[src/rtl/pulse_pkg.sv]
// Shared types and helpers for the pulse stretcher: FSM state encoding and
// phase-counter width calculation.
package pulse_pkg;

  typedef enum logic [1:0] {
    IDLE = 2'd0,
    HIGH = 2'd1,
    GAP  = 2'd2
  } pulse_state_t;

  // Width of the shared HIGH/GAP down-counter; never narrower than one bit so
  // that WIDTH=GAP=1 still yields a legal vector.
  function automatic int cnt_width(input int width, input int gap);
    int m;
    m = (width > gap) ? width : gap;
    return (m <= 1) ? 1 : $clog2(m);
  endfunction

endpackage

[src/rtl/pulse_timer.sv]
// Loadable down-counter shared by the HIGH and GAP phases; done is high when
// the count has reached zero, and the count then holds at zero.
module pulse_timer #(
  parameter int CW = 2
) (
  input  logic          clk,
  input  logic          reset,
  input  logic          load,
  input  logic [CW-1:0] load_val,
  output logic          done
);

  logic [CW-1:0] cnt_q;
  logic [CW-1:0] cnt_d;

  always_comb begin
    cnt_d = cnt_q;
    if (load) begin
      cnt_d = load_val;
    end else if (cnt_q != '0) begin
      cnt_d = cnt_q - 1'b1;
    end
  end

  always_ff @(posedge clk or posedge reset) begin
    if (reset) begin
      cnt_q <= '0;
    end else begin
      cnt_q <= cnt_d;
    end
  end

  assign done = (cnt_q == '0);

endmodule

[src/rtl/pulse_stretcher.sv]
// Stretches single-cycle triggers into WIDTH-cycle pulses separated by at least
// GAP low cycles. Define PULSE_STRETCHER_QUEUE_EN to queue triggers that arrive
// while busy; otherwise such triggers are dropped and flagged in overflow.
//
// Handshake: none. `in` is a plain level sampled every rising edge; each cycle
// it is high counts as one trigger, with no back-pressure toward the source.
module pulse_stretcher import pulse_pkg::*; #(
  parameter int WIDTH  = 4,
  parameter int GAP    = 1,
  parameter int PEND_W = 4
) (
  input  logic              clk,
  input  logic              reset,
  input  logic              in,
  input  logic              clr_overflow,
  output logic              out,
  output logic              busy,
  output logic [PEND_W-1:0] pending,
  output logic              overflow,
  output pulse_state_t      dbg_state
);

  localparam int CW = cnt_width(WIDTH, GAP);
  localparam logic [CW-1:0] HIGH_LOAD = CW'(WIDTH - 1);
  localparam logic [CW-1:0] GAP_LOAD  = CW'(GAP - 1);

  pulse_state_t  state_q;
  pulse_state_t  state_d;
  logic          tmr_load;
  logic [CW-1:0] tmr_val;
  logic          tmr_done;
  logic          take_direct;
  logic          pend_nz;
  logic          extra;
  logic          drop;
  logic          out_q;
  logic          out_d;
  logic          ovf_q;
  logic          ovf_d;

  pulse_timer #(
    .CW(CW)
  ) u_timer (
    .clk      (clk),
    .reset    (reset),
    .load     (tmr_load),
    .load_val (tmr_val),
    .done     (tmr_done)
  );

  always_ff @(posedge clk or posedge reset) begin
    if (reset) begin
      state_q <= IDLE;
    end else begin
      state_q <= state_d;
    end
  end

  // A trigger in the last GAP cycle restarts HIGH directly and takes priority
  // over replaying a queued trigger, so the queue count is left untouched.
  always_comb begin
    state_d     = state_q;
    tmr_load    = 1'b0;
    tmr_val     = HIGH_LOAD;
    take_direct = 1'b0;
    case (state_q)
      IDLE: begin
        if (in) begin
          state_d     = HIGH;
          tmr_load    = 1'b1;
          take_direct = 1'b1;
        end
      end
      HIGH: begin
        if (tmr_done) begin
          state_d  = pulse_pkg::GAP;
          tmr_load = 1'b1;
          tmr_val  = GAP_LOAD;
        end
      end
      pulse_pkg::GAP: begin
        if (tmr_done) begin
          if (in) begin
            state_d     = HIGH;
            tmr_load    = 1'b1;
            take_direct = 1'b1;
          end else if (pend_nz) begin
            state_d  = HIGH;
            tmr_load = 1'b1;
          end else begin
            state_d = IDLE;
          end
        end
      end
      default: begin
        state_d = IDLE;
      end
    endcase
  end

  always_comb begin
    out_d = (state_d == HIGH);
    busy  = (state_q != IDLE);
  end

  assign extra = in && !take_direct;

`ifdef PULSE_STRETCHER_QUEUE_EN
  logic [PEND_W-1:0] pend_q;
  logic [PEND_W-1:0] pend_d;
  logic              deq;

  assign pend_nz = (pend_q != '0);
  assign deq     = (state_q == pulse_pkg::GAP) && tmr_done && !in && pend_nz;

  // extra and deq are exclusive: deq requires in=0.
  always_comb begin
    pend_d = pend_q;
    drop   = 1'b0;
    if (extra) begin
      if (&pend_q) begin
        drop = 1'b1;
      end else begin
        pend_d = pend_q + 1'b1;
      end
    end else if (deq) begin
      pend_d = pend_q - 1'b1;
    end
  end

  always_ff @(posedge clk or posedge reset) begin
    if (reset) begin
      pend_q <= '0;
    end else begin
      pend_q <= pend_d;
    end
  end

  assign pending = pend_q;
`else
  assign pend_nz = 1'b0;
  assign drop    = extra;
  assign pending = '0;
`endif

  // A drop in the same cycle as a clear keeps the flag set.
  always_comb begin
    ovf_d = ovf_q;
    if (drop) begin
      ovf_d = 1'b1;
    end else if (clr_overflow) begin
      ovf_d = 1'b0;
    end
  end

  always_ff @(posedge clk or posedge reset) begin
    if (reset) begin
      out_q <= 1'b0;
      ovf_q <= 1'b0;
    end else begin
      out_q <= out_d;
      ovf_q <= ovf_d;
    end
  end

  assign out       = out_q;
  assign overflow  = ovf_q;
  assign dbg_state = state_q;

`ifndef SYNTHESIS
  a_out_in_high : assert property (@(posedge clk) disable iff (reset)
    out_q == (state_q == HIGH));
  a_pend_only_busy : assert property (@(posedge clk) disable iff (reset)
    (pending != '0) |-> (state_q != IDLE));
`endif

endmodule

[config.mk]
export PLATFORM = sky130hd
export DESIGN_NAME = pulse_stretcher
export DESIGN_NICKNAME = d
export VERILOG_FILES = /design/src/rtl/pulse_pkg.sv /design/src/rtl/pulse_timer.sv /design/src/rtl/pulse_stretcher.sv
export SDC_FILE = /design/constraint.sdc
export NUM_CORES = 1
export LEC_CHECK = 0
export ABC_AREA = 1
export CORE_AREA = 2 2 39 41
export DETAILED_ROUTE_END_ITERATION = 6
export DIE_AREA = 0 0 41 43
export GPL_TIMING_DRIVEN = 0
export HOLD_SLACK_MARGIN = 0.12
export PLACE_DENSITY = 0.55
export REMOVE_ABC_BUFFERS = 1
export SYNTH_ARGS = -nofsm -noshare
export SYNTH_HDL_FRONTEND = slang
export SYNTH_SLANG_ARGS = --single-unit
[constraint.sdc]
create_clock -name clk -period 1.2 [get_ports clk]
set_clock_uncertainty 0.2 [all_clocks]
set_input_delay 0.18 -clock clk [delete_from_list [all_inputs] [get_ports clk]]
set_output_delay 0.18 -clock clk [all_outputs]
set_load 0.1 [all_outputs]
==> impl_results.html <==
<table>
<tr><th>Metric</th><th>Value</th></tr>
<tr><th colspan="2">Run status</th></tr>
<tr><td>Status</td><td>finished with violations</td></tr>
<tr><td>Violations in the final reports</td><td>negative setup slack</td></tr>
<tr><th colspan="2">Worst setup path</th></tr>
<tr><td>Kind of end point of the critical path</td><td>primary output</td></tr>
<tr><td>Data arrival time of the critical path</td><td>960 ps</td></tr>
<tr><td>Critical path start-end classification</td><td>flop to primary output</td></tr>
<tr><td>Required time of the critical path</td><td>820 ps</td></tr>
<tr><td>Startpoint type of the worst setup path</td><td>flop</td></tr>
<tr><td>Maximum fanout encountered on the critical timing path</td><td>3</td></tr>
<tr><th colspan="2">Synth</th></tr>
<tr><td>Cells after synthesis</td><td>47</td></tr>
<tr><td>Cell area after synthesis</td><td>344 sq um</td></tr>
<tr><td>Flop and latch count out of synthesis</td><td>6</td></tr>
<tr><td>Sequential area share after synthesis</td><td>43.6%</td></tr>
<tr><td>Average cell area after synthesis</td><td>7.32 sq um</td></tr>
<tr><td>Number of unique standard cell types used by synthesis</td><td>11</td></tr>
<tr><td>Syn. warnings</td><td>0</td></tr>
<tr><th colspan="2">Placed design</th></tr>
<tr><td>Number of placed instances, taps included</td><td>70</td></tr>
<tr><td>GPL Wtd Cong</td><td>0.717</td></tr>
<tr><td>DP Wirelength</td><td>472 um</td></tr>
<tr><td>I/O Buffers</td><td>8</td></tr>
<tr><th colspan="2">Final layout</th></tr>
<tr><td>Layout filler cell count</td><td>141</td></tr>
<tr><td>Most common library cell in the layout ignoring fill and taps</td><td>sky130_fd_sc_hd__nand2_1</td></tr>
<tr><td>Most frequent cells in the layout</td><td>11 x sky130_fd_sc_hd__nand2_1, 7 x sky130_fd_sc_hd__nand2_2, 7 x sky130_fd_sc_hd__buf_4</td></tr>
<tr><td>Number of antenna repair diodes</td><td>0</td></tr>
<tr><td>Ratio of cells with drive above 1 in the final layout</td><td>57.1%</td></tr>
<tr><td>Signed area change from the synthesized netlist to the final layout</td><td>73.5%</td></tr>
<tr><td>Non-filler cells in the finished layout</td><td>79</td></tr>
<tr><td>Net count of the finished layout</td><td>71</td></tr>
<tr><th colspan="2">Clock network</th></tr>
<tr><td>Clock tree sinks</td><td>6</td></tr>
<tr><td>Htree depth</td><td>1</td></tr>
<tr><td>Clock transition at the registers of the reported paths</td><td>50 ps</td></tr>
<tr><td>Clock Root Buffer</td><td>sky130_fd_sc_hd__clkbuf_4</td></tr>
<tr><td>TritonCTS clock tree</td><td>yes</td></tr>
<tr><td>Number of clock buffers inserted by TritonCTS</td><td>3</td></tr>
<tr><td>Maximum count of clock buffers along a single path</td><td>2</td></tr>
<tr><td>Clock latency at the later pin of the worst-skew pair</td><td>250 ps</td></tr>
<tr><th colspan="2">Routing</th></tr>
<tr><td>Post-detailed-route count of antenna-violating nets</td><td>0</td></tr>
<tr><td>Aggregate routed wire length</td><td>843 um</td></tr>
<tr><td>Detailed-route DRC error count</td><td>0</td></tr>
<tr><td>Via count normalized by instance count</td><td>4.10</td></tr>
<tr><td>Via count</td><td>324</td></tr>
<tr><td>Average wire length per cell after detail routing</td><td>10.7 um</td></tr>
<tr><td>DR pass1 iterations</td><td>3</td></tr>
<tr><td>Number of DRC markers after the initial detailed-route iteration</td><td>5</td></tr>
<tr><th colspan="2">Timing</th></tr>
<tr><td>Maximum achievable frequency</td><td>0.748 GHz</td></tr>
<tr><td>Final number of max-transition violations</td><td>0</td></tr>
<tr><td>Post-Route Hold Slack</td><td>296 ps</td></tr>
<tr><td>Setup violation total in the final timing report</td><td>9</td></tr>
<tr><td>Unrepaired setup endpoints after global routing</td><td>yes</td></tr>
<tr><td>Share of the cycle needed by the critical path after routing</td><td>111%</td></tr>
<tr><td>Clock period minus final worst setup slack</td><td>1340 ps</td></tr>
<tr><td>Fin. Hold Viols</td><td>0</td></tr>
<tr><td>Final Worst Setup Slack</td><td>-137 ps</td></tr>
<tr><th colspan="2">Floorplan</th></tr>
<tr><td>Initial standard-cell utilization of the core</td><td>24.9%</td></tr>
<tr><td>Rows</td><td>14</td></tr>
<tr><td>Die Outline Area</td><td>0.00176 sq mm</td></tr>
<tr><td>Chip height</td><td>43 um</td></tr>
<tr><td>Chip Width</td><td>41 um</td></tr>
<tr><td>Floorplan Core Area</td><td>0.00138 sq mm</td></tr>
<tr><td>Top Ports</td><td>13</td></tr>
<tr><th colspan="2">Global routing</th></tr>
<tr><td>Wire length of the first global-routing pass</td><td>1300 um</td></tr>
<tr><td>Total routing usage reported by global routing</td><td>11.6%</td></tr>
<tr><td>Largest net degree at the start of global routing</td><td>7</td></tr>
<tr><td>Aggregate global routing overflow</td><td>0</td></tr>
<tr><td>Via count of the first global-routing pass</td><td>320</td></tr>
<tr><td>Initial antenna violation count</td><td>0</td></tr>
<tr><th colspan="2">Min path</th></tr>
<tr><td>Path class of the lowest-slack min-delay path</td><td>input port to flop</td></tr>
<tr><th colspan="2">Flow run</th></tr>
<tr><td>Max-cap check violation count</td><td>0</td></tr>
</table>
## layer usage
layer	part of all wire, %	up-vias	routed length, um	track usage (%)
met3	4.7	4	40	3.66
met4	2.0	0	17	8.00
met5	0	-	0	0
met2	52	9	436	18.4
li1	-	162	-	-
met1	41	149	348	11.9
## final timing paths
path                                  start                to  slack (ps)  cells past startpoint
max in group asynchronous             reset      dbg_state[1]         140                      3
setup / recovery               dbg_state[1]              busy        -140                      3
hold / removal                           in          overflow         300                      3
setup reg to reg           u_timer.cnt_q[1]  u_timer.cnt_q[0]         -80                      7
hold reg to reg                    overflow          overflow         340                      2
min in group asynchronous             reset  u_timer.cnt_q[1]         500                      3
## cells in the mapped netlist
cell type,number,share of area [%]
sky130_fd_sc_hd__o21ai_1,2,2.9
sky130_fd_sc_hd__ha_1,2,7.3
sky130_fd_sc_hd__buf_4,4,8.7
sky130_fd_sc_hd__nand3_1,2,2.9
sky130_fd_sc_hd__nand2_1,19,21
sky130_fd_sc_hd__conb_1,1,1.1
sky130_fd_sc_hd__inv_2,2,2.2
sky130_fd_sc_hd__nor2_2,1,1.8
sky130_fd_sc_hd__inv_1,7,7.6
sky130_fd_sc_hd__dfrtp_1,6,44
sky130_fd_sc_hd__nor2_1,1,1.1
## area by class of cell
type	count	area [sq um]	share of cell area [%]
multi-input combinational	31	219	36.7
sequential	6	151	25.4
timing repair buffer	14	148	24.7
inverter	9	36.3	6.08
clock buffer	3	22.5	3.77
tap	16	20.0	3.35
## critical path, cell delays in order (launching register included)
cell and delay [ps]:
sky130_fd_sc_hd__dfrtp_2 420, sky130_fd_sc_hd__inv_2 70, sky130_fd_sc_hd__nand2_2 60, sky130_fd_sc_hd__buf_12 160
## registers in the layout, indices dropped and copies added, names as in the netlist
signal	count
dbg_state	2
u_timer.cnt_q	2
out	1
overflow	1
## stage by stage
step | setup slack (ps) | utilization, % | setup TNS [ps] | instance area (sq um)
floorplan | -1000 | - | -3820 | 325
global placement | -849 | 30.7 | -4070 | 425
detailed placement | -853 | 30.7 | -4100 | 425
CTS | -136 | 39.3 | -408 | 544
global route | -167 | 43.1 | -861 | 597
finish | -137 | 43.1 | -529 | 597
## timing repair
action | in CTS | in global routing
hold buffers | 1 | 0
endpoints found under the hold margin | 6 | 0
pin swaps | 6 | 12
setup endpoints to repair | 11 | 14
buffers inserted | 4 | 2
gates resized for setup | 50 | 13
## kinds of logic after synthesis
kind of cell	share of synthesized area, %
other	1.09
buffers and inverters	18.5
flip-flops	43.6
AO/OA/AOI/OAI	2.91
AND/OR/NAND/NOR	26.5
adder cells (fa/ha/maj)	7.27
Power is not shown: default switching activity piles up to over one toggle a cycle in this logic, so the estimate is an artifact.
